**src/rtl/ysyx_22050612_mdu_pkg.sv**
```systemverilog
// ----------------------------------------------------------------------------
// ysyx_22050612_mdu_pkg : op codes and FSM encoding for the multiply/divide unit
// Rev 1.0
// ----------------------------------------------------------------------------
`default_nettype none

package ysyx_22050612_mdu_pkg;

  localparam int unsigned MDU_OP_W = 4;

  localparam int unsigned MDU_MUL    = 0;
  localparam int unsigned MDU_MULH   = 1;
  localparam int unsigned MDU_MULHSU = 2;
  localparam int unsigned MDU_MULHU  = 3;
  localparam int unsigned MDU_DIV    = 4;
  localparam int unsigned MDU_DIVU   = 5;
  localparam int unsigned MDU_REM    = 6;
  localparam int unsigned MDU_REMU   = 7;

  typedef enum logic [1:0] {
    S_IDLE = 2'd0,
    S_CALC = 2'd1,
    S_FIX  = 2'd2,
    S_DONE = 2'd3
  } mdu_state_e;

endpackage

`default_nettype wire

```
**src/rtl/ysyx_22050612_mdu_iter.sv**
```systemverilog
// ----------------------------------------------------------------------------
// ysyx_22050612_mdu_iter : unsigned radix-2 shift-add / restoring shift-subtract step
// Rev 1.0
// ----------------------------------------------------------------------------
`default_nettype none

module ysyx_22050612_mdu_iter #(
  parameter int XLEN = 64
) (
  input  logic              clk,
  input  logic              rst,
  input  logic              load_i,
  input  logic              step_i,
  input  logic              is_div_i,
  input  logic              word_i,
  input  logic [XLEN-1:0]   a_i,
  input  logic [XLEN-1:0]   b_i,
  output logic [2*XLEN-1:0] acc_o
);

  // Multiply: acc = running product. Divide: acc = {remainder, dividend/quotient}.
  logic [2*XLEN-1:0] acc_q, acc_d;
  logic [2*XLEN-1:0] mcand_q, mcand_d;
  logic [XLEN-1:0]   mplier_q, mplier_d;
  logic              is_div_q, is_div_d;
  logic [XLEN:0]     w_rem_sh;
  logic [XLEN:0]     w_rem_sub;

  assign w_rem_sh  = {acc_q[2*XLEN-1:XLEN], acc_q[XLEN-1]};
  assign w_rem_sub = w_rem_sh - {1'b0, mcand_q[XLEN-1:0]};

  always_comb begin
    acc_d    = acc_q;
    mcand_d  = mcand_q;
    mplier_d = mplier_q;
    is_div_d = is_div_q;
    if (load_i) begin
      is_div_d = is_div_i;
      if (is_div_i) begin
        // 32-bit dividends are left-aligned so the first step sees their MSB
        acc_d    = {{XLEN{1'b0}}, (word_i ? (a_i << 32) : a_i)};
        mcand_d  = {{XLEN{1'b0}}, b_i};
        mplier_d = '0;
      end else begin
        acc_d    = '0;
        mcand_d  = {{XLEN{1'b0}}, a_i};
        mplier_d = b_i;
      end
    end else if (step_i) begin
      if (is_div_q) begin
        if (!w_rem_sub[XLEN]) begin
          acc_d = {w_rem_sub[XLEN-1:0], acc_q[XLEN-2:0], 1'b1};
        end else begin
          acc_d = {w_rem_sh[XLEN-1:0], acc_q[XLEN-2:0], 1'b0};
        end
      end else begin
        if (mplier_q[0]) begin
          acc_d = acc_q + mcand_q;
        end
        mcand_d  = mcand_q << 1;
        mplier_d = mplier_q >> 1;
      end
    end
  end

  always_ff @(posedge clk) begin
    if (rst) begin
      acc_q    <= '0;
      mcand_q  <= '0;
      mplier_q <= '0;
      is_div_q <= 1'b0;
    end else begin
      acc_q    <= acc_d;
      mcand_q  <= mcand_d;
      mplier_q <= mplier_d;
      is_div_q <= is_div_d;
    end
  end

  assign acc_o = acc_q;

endmodule

`default_nettype wire

```
**src/rtl/ysyx_22050612_mdu.sv**
```systemverilog
// ----------------------------------------------------------------------------
// ysyx_22050612_mdu : multi-cycle RV64M multiply/divide unit with valid/ready handshake
// Rev 1.0
// ----------------------------------------------------------------------------
`default_nettype none

module ysyx_22050612_mdu
  import ysyx_22050612_mdu_pkg::*;
#(
  parameter int XLEN  = 64,
  parameter int OP_W  = MDU_OP_W,
  parameter int TAG_W = 5
) (
  input  logic             clk,
  input  logic             rst,
  input  logic             flush,
  input  logic             in_valid,
  output logic             in_ready,
  input  logic [OP_W-1:0]  in_op,
  input  logic             in_word,
  input  logic [XLEN-1:0]  in_a,
  input  logic [XLEN-1:0]  in_b,
  input  logic [TAG_W-1:0] in_tag,
  output logic             out_valid,
  input  logic             out_ready,
  output logic [XLEN-1:0]  out_result,
  output logic [TAG_W-1:0] out_tag
);

  localparam int CNT_W = $clog2(XLEN);

  function automatic logic [XLEN-1:0] sext32(input logic [31:0] v);
    return XLEN'($signed(v));
  endfunction

  function automatic logic op_is(input logic [OP_W-1:0] op, input int unsigned code);
    return op == OP_W'(code);
  endfunction

  mdu_state_e        state_q;
  logic [CNT_W-1:0]  cnt_q;
  logic [OP_W-1:0]   op_q;
  logic              word_q;
  logic              neg_q;
  logic [TAG_W-1:0]  tag_q;
  logic              out_valid_q;
  logic [XLEN-1:0]   result_q;
  logic [TAG_W-1:0]  out_tag_q;

  logic              w_accept, w_is_mulh, w_rsvd, w_is_div, w_is_rem;
  logic              w_a_sgn, w_b_sgn, w_a_neg, w_b_neg;
  logic              w_div0, w_ovf, w_special;
  logic [OP_W-1:0]   w_op_eff;
  logic [XLEN-1:0]   w_a_ext, w_b_ext, w_a_mag, w_b_mag, w_a_res, w_min, w_spec_res;
  logic [2*XLEN-1:0] w_acc, w_prod;
  logic [XLEN-1:0]   w_dsel, w_dval, w_fix_raw, w_fix_res;

  assign in_ready = (state_q == S_IDLE) && !flush;
  assign w_accept = in_valid && in_ready;

  // W-form high multiplies collapse to MULW
  assign w_is_mulh = op_is(in_op, MDU_MULH) || op_is(in_op, MDU_MULHSU) || op_is(in_op, MDU_MULHU);
  assign w_op_eff  = (in_word && w_is_mulh) ? OP_W'(MDU_MUL) : in_op;
  assign w_rsvd    = in_op > OP_W'(MDU_REMU);
  assign w_is_div  = !w_rsvd && (w_op_eff >= OP_W'(MDU_DIV));
  assign w_is_rem  = op_is(w_op_eff, MDU_REM) || op_is(w_op_eff, MDU_REMU);
  assign w_a_sgn   = op_is(w_op_eff, MDU_MULH) || op_is(w_op_eff, MDU_MULHSU) ||
                     op_is(w_op_eff, MDU_DIV)  || op_is(w_op_eff, MDU_REM);
  assign w_b_sgn   = op_is(w_op_eff, MDU_MULH) || op_is(w_op_eff, MDU_DIV) ||
                     op_is(w_op_eff, MDU_REM);

  assign w_a_ext = in_word ? (w_a_sgn ? sext32(in_a[31:0]) : XLEN'(in_a[31:0])) : in_a;
  assign w_b_ext = in_word ? (w_b_sgn ? sext32(in_b[31:0]) : XLEN'(in_b[31:0])) : in_b;
  assign w_a_neg = w_a_sgn && w_a_ext[XLEN-1];
  assign w_b_neg = w_b_sgn && w_b_ext[XLEN-1];
  assign w_a_mag = w_a_neg ? -w_a_ext : w_a_ext;
  assign w_b_mag = w_b_neg ? -w_b_ext : w_b_ext;

  assign w_a_res = in_word ? sext32(in_a[31:0]) : in_a;
  assign w_min   = in_word ? sext32(32'h8000_0000) : {1'b1, {(XLEN-1){1'b0}}};
  assign w_div0  = w_is_div && (w_b_ext == '0);
  assign w_ovf   = w_is_div && w_a_sgn && (w_a_ext == w_min) && (w_b_ext == '1);
  assign w_special = w_rsvd || w_div0 || w_ovf;

  always_comb begin
    w_spec_res = '0;
    if (w_rsvd) begin
      w_spec_res = '0;
    end else if (w_div0) begin
      w_spec_res = w_is_rem ? w_a_res : '1;
    end else if (w_ovf) begin
      w_spec_res = w_is_rem ? '0 : w_min;
    end
  end

  ysyx_22050612_mdu_iter #(
    .XLEN (XLEN)
  ) u_iter (
    .clk      (clk),
    .rst      (rst),
    .load_i   (w_accept && !w_special),
    .step_i   (state_q == S_CALC),
    .is_div_i (w_is_div),
    .word_i   (in_word),
    .a_i      (w_a_mag),
    .b_i      (w_b_mag),
    .acc_o    (w_acc)
  );

  // Sign fix-up: products negate the full double-width value, remainders follow the dividend
  assign w_prod    = neg_q ? -w_acc : w_acc;
  assign w_dsel    = (op_is(op_q, MDU_REM) || op_is(op_q, MDU_REMU)) ?
                     w_acc[2*XLEN-1:XLEN] : w_acc[XLEN-1:0];
  assign w_dval    = neg_q ? -w_dsel : w_dsel;
  assign w_fix_raw = (op_q >= OP_W'(MDU_DIV)) ? w_dval :
                     op_is(op_q, MDU_MUL) ? w_prod[XLEN-1:0] : w_prod[2*XLEN-1:XLEN];
  assign w_fix_res = word_q ? sext32(w_fix_raw[31:0]) : w_fix_raw;

  always_ff @(posedge clk) begin
    if (rst) begin
      state_q     <= S_IDLE;
      cnt_q       <= '0;
      op_q        <= '0;
      word_q      <= 1'b0;
      neg_q       <= 1'b0;
      tag_q       <= '0;
      out_valid_q <= 1'b0;
      result_q    <= '0;
      out_tag_q   <= '0;
    end else if (flush) begin
      state_q     <= S_IDLE;
      out_valid_q <= 1'b0;
    end else begin
      case (state_q)
        S_IDLE: begin
          if (w_accept) begin
            op_q   <= w_op_eff;
            word_q <= in_word;
            neg_q  <= w_is_rem ? w_a_neg : (w_a_neg ^ w_b_neg);
            tag_q  <= in_tag;
            if (w_special) begin
              result_q    <= w_spec_res;
              out_tag_q   <= in_tag;
              out_valid_q <= 1'b1;
              state_q     <= S_DONE;
            end else begin
              cnt_q   <= in_word ? CNT_W'(31) : CNT_W'(XLEN-1);
              state_q <= S_CALC;
            end
          end
        end
        S_CALC: begin
          if (cnt_q == '0) begin
            state_q <= S_FIX;
          end else begin
            cnt_q <= cnt_q - 1'b1;
          end
        end
        S_FIX: begin
          result_q    <= w_fix_res;
          out_tag_q   <= tag_q;
          out_valid_q <= 1'b1;
          state_q     <= S_DONE;
        end
        S_DONE: begin
          if (out_ready) begin
            out_valid_q <= 1'b0;
            state_q     <= S_IDLE;
          end
        end
        default: state_q <= S_IDLE;
      endcase
    end
  end

  assign out_valid  = out_valid_q;
  assign out_result = result_q;
  assign out_tag    = out_tag_q;

endmodule

`default_nettype wire
```
**config.mk**
```make
export PLATFORM = sky130hd
export DESIGN_NAME = ysyx_22050612_mdu
export DESIGN_NICKNAME = d
export VERILOG_FILES = /design/src/rtl/ysyx_22050612_mdu_pkg.sv /design/src/rtl/ysyx_22050612_mdu_iter.sv /design/src/rtl/ysyx_22050612_mdu.sv
export SDC_FILE = /design/constraint.sdc
export NUM_CORES = 2
export LEC_CHECK = 0
export BUFFER_PORTS_ARGS = -buffer_cell sky130_fd_sc_hd__buf_2
export CAP_MARGIN = 20
export CORE_ASPECT_RATIO = 1.5
export CORE_MARGIN = 8
export CORE_UTILIZATION = 25
export CTS_CLUSTER_SIZE = 12
export DETAILED_ROUTE_END_ITERATION = 16
export GPL_ROUTABILITY_DRIVEN = 0
export HOLD_SLACK_MARGIN = 0.12
export PLACE_DENSITY = 0.51
export SYNTH_ARGS = -nofsm -noshare
export SYNTH_HDL_FRONTEND = slang
export SYNTH_SLANG_ARGS = --single-unit
```
**constraint.sdc**
```tcl
create_clock -name clk -period 4.3 [get_ports clk]
set_input_delay 0.645 -clock clk [delete_from_list [all_inputs] [get_ports clk]]
set_output_delay 0.645 -clock clk [all_outputs]
set_load 0.02 [all_outputs]
```
==> results.toml <==
[run_status]
status = "complete, but fails checks"
violations = "setup timing"

[synth]
synth_top_area_cell = "dfxtp_1"
avgSynthCellArea_sq_um = 6.69
synthTopCellsByArea = "dfxtp_1 19%, nand2_1 8.0%, a21oi_1 7.6%, o21ai_0 6.2%, ha_1 5.9%"
yosysWarnings = 0
synth_commonest_cells = "918 x nand2_1, 660 x a21oi_1, 617 x nor2_1"
synth_cell_types = 93
mappedNetlistArea_sq_um = 43300
ys_seq_elements = 410
netlist_instances = 6480
synth_ff_type = "dfxtp_1"
yosysSeqAreaShare = 0.189
syn_nets = 6828
synth-async-reset-ratio = 0
synth.top_cell.area_share = 0.189
synth_edf_count = 0
yosysMostFrequentCell = "nand2_1"

[sta]
worst_pin_slew_ps = 1320
layout_worst_path_cycle_share = 1.02
slew_violations = 0
relSlewSlack = 0.122
hold_ws_ps = 187
fmax_mhz = 228
finClkSkew_ps = 33.6
finalSetupViolations = 1
period_needed_ps = 4380
finalHoldViolCount = 0
rsz0062_at_grt = "false"
fin_ws_ps = -79.5
fin_setup_tns_ps = -79.5

[drt]
drt-total-wl_um = 271000
post_drt_wl_per_cell_um = 29.2
drcViolationCount = 0
vias = 55800
detail_route.first_pass.iterations = 9
first_iter_violations = 7002
routed_via_density = 6.00
ant_nets = 0

[final_layout]
layout-drive-gt1-share = 0.166
nets = 7325
n_fill_cell = 19200
syn2layout_area_growth_pct = 22.7

[power_and_ir_drop]
p_sw_mw = 5.29
intPower_mw = 7.79
leakage_nw = 20.8
switching_share = 0.404
p_clk_frac = 0.330
power_density_nw_per_um2 = 246
seq_power_share = 0.313
comb_power_share = 0.357
peakVddDrop_mv = 0.271

[die]
rows = 187
coreArea_sq_um = 173000
dieArea_sq_um = 187000
die-height_um = 526
fp.dieW_um = 356
start_util = 0.251
ios = 214

[hold_path]
hold_end = "tag_q[2]"
hold_start = "in_tag[2]"
holdPathStages = 3
hold_class = "in -> reg"

[clock_tree]
cts_sinks = 410
htree_levels = 2
hold_buffers = 0
clock_latency_ps = 730
cts.path.max_buffers = 3
clockRootBuffer = "clkbuf_16"
cts_buffers = 47
cts_tree = "done"
clk_pin_slew_worst_paths_ps = 60

[critical_path]
slowest_delay_ps = 790
cp.arrival_ps = 5020
reg2reg_from = "u_iter.acc_o[83]"
critPathLaunch = "u_iter.acc_o[83]"
crit_type = "reg -> reg"
r2r_end = "out_result[56]"
ff2ff_path_depth = 12
crit_fanout = 7
cp.required_ps = 4940
reg2reg_slack_ps = -80
endpoint_kind = "flip-flop"
path_cells = "buf_4 -> buf_4 -> nor3_1 -> and3_1 -> o21ai_0 -> o21ai_0 -> a41oi_1 -> a21oi_1 -> and3_1 -> o21ai_0 -> nand3_1 -> a31oi_1"
cp_slowest_cell = "o21ai_0"
cp-start-kind = "flip-flop"
cp_common_cell = "o21ai_0"

[grt]
track_usage = 0.274
grt_pass1_vias = 53400
grt.overflow.total = 0
grt_max_degree = 178
grt_pass1_wl_um = 381000
antenna_found_initial = 21

[place]
dp_slack_ps = -280
portBuffers = 213
dp_hpwl_um = 211000

[job]
cap_viol_max_count = 0
registers in the layout, indices dropped and copies added (netlist names):
name             flops
cnt_q                6
neg_q                1
op_q                 4
out_result          64
out_tag              5
out_valid            1
state_q              2
tag_q                5
u_iter.acc_o       128
u_iter.is_div_q      1
u_iter.mcand_q     128
u_iter.mplier_q     64
word_q               1
layer usage:
metal,global-route usage,vias up,wire (um)
met5,0.000260,-,37
met2,0.440,3446,120000
met1,0.288,26400,91800
met4,0.279,6,35000
li1,-,24700,-
met3,0.0616,1149,24200
worst max path at each step:
stage,cells after the start,slack (ps),end
floorplan,14,110,out_result[54]
global placement,16,-320,u_iter.acc_o[124]
detailed placement,17,-280,out_result[55]
CTS,16,20,u_iter.acc_o[126]
global route,12,10,out_result[56]
finish,12,-80,out_result[56]
critical path, delay by kind of cell (launching register included):
kind	cells	cell delay, ps
AND/OR/NAND/NOR	4	840
flip-flops	1	780
AO/OA/AOI/OAI	6	2270
buffers and inverters	2	420
cell usage in the layout, fill, tap and decap left out, drive strengths merged, types with 31 or more instances in the layout:
| cell type | n |
|---|---|
| o211ai | 100 |
| buf | 961 |
| o21a | 43 |
| a21oi | 660 |
| o22ai | 31 |
| nor2b | 33 |
| a31oi | 104 |
| xor2 | 181 |
| xnor2 | 214 |
| or3 | 74 |
| nor2 | 618 |
| clkbuf | 66 |
| ha | 203 |
| o21bai | 50 |
| a21o | 111 |
| nor3 | 235 |
| nand4 | 127 |
| nor4 | 78 |
| nand3 | 126 |
| o31ai | 65 |
| dfxtp | 410 |
| a22oi | 36 |
| and3 | 57 |
| or4 | 48 |
| mux2i | 113 |
| nand2b | 36 |
| a211oi | 109 |
| o21ai | 548 |
| nand2 | 918 |
| or2 | 42 |
| inv | 163 |
| a311oi | 77 |
per-stage QoR:
step / power, mW / util / cells / cell area [sq um]
5_1_grt: 13.4 / 0.308 / 9282 / 53100
4_1_cts: 12.8 / 0.307 / 9273 / 53000
6_report: 13.1 / 0.308 / 9292 / 53200
3_5_place_dp: 8.54 / 0.298 / 9191 / 51400
3_3_place_gp: 8.52 / 0.298 / 9188 / 51400
2_1_floorplan: 6.50 / - / 6480 / 43300
power by group through the flow:
stage | logic [mW] | clock network [mW] | registers (mW)
after detailed placement | 4.37 | 0 | 4.17
after global placement | 4.35 | 0 | 4.17
after CTS | 4.39 | 4.31 | 4.08
after floorplan | 2.37 | 0 | 4.13
after global routing | 4.85 | 4.44 | 4.10
final | 4.66 | 4.31 | 4.10
timing repair:
item,in CTS,in global routing
endpoints found under the setup margin,12,45
setup buffers,0,1
resized for setup,9,35
pin swaps,1,4
area by class of cell:
| class | count | area [sq um] | share of cell area |
|---|---|---|---|
| multi-input combinational | 5398 | 32800 | 0.617 |
| sequential | 410 | 8220 | 0.155 |
| timing repair buffer | 961 | 7150 | 0.135 |
| tap | 2268 | 2840 | 0.0534 |
| clock buffer | 66 | 1330 | 0.0250 |
| inverter | 159 | 597 | 0.0112 |
| clock inverter | 16 | 184 | 0.00346 |
| antenna | 14 | 35.0 | 0.000659 |
cells by family after synthesis:
| group | count (synthesis) | synth area share |
|---|---|---|
| XOR/XNOR | 395 | 0.0799 |
| multiplexers | 118 | 0.0275 |
| AO/OA/AOI/OAI | 2199 | 0.319 |
| adder cells (fa/ha/maj) | 205 | 0.0595 |
| flip-flops | 410 | 0.189 |
| AND/OR/NAND/NOR | 2481 | 0.265 |
| buffers and inverters | 672 | 0.0593 |
Note: power is estimated with default switching activity, not from simulation.
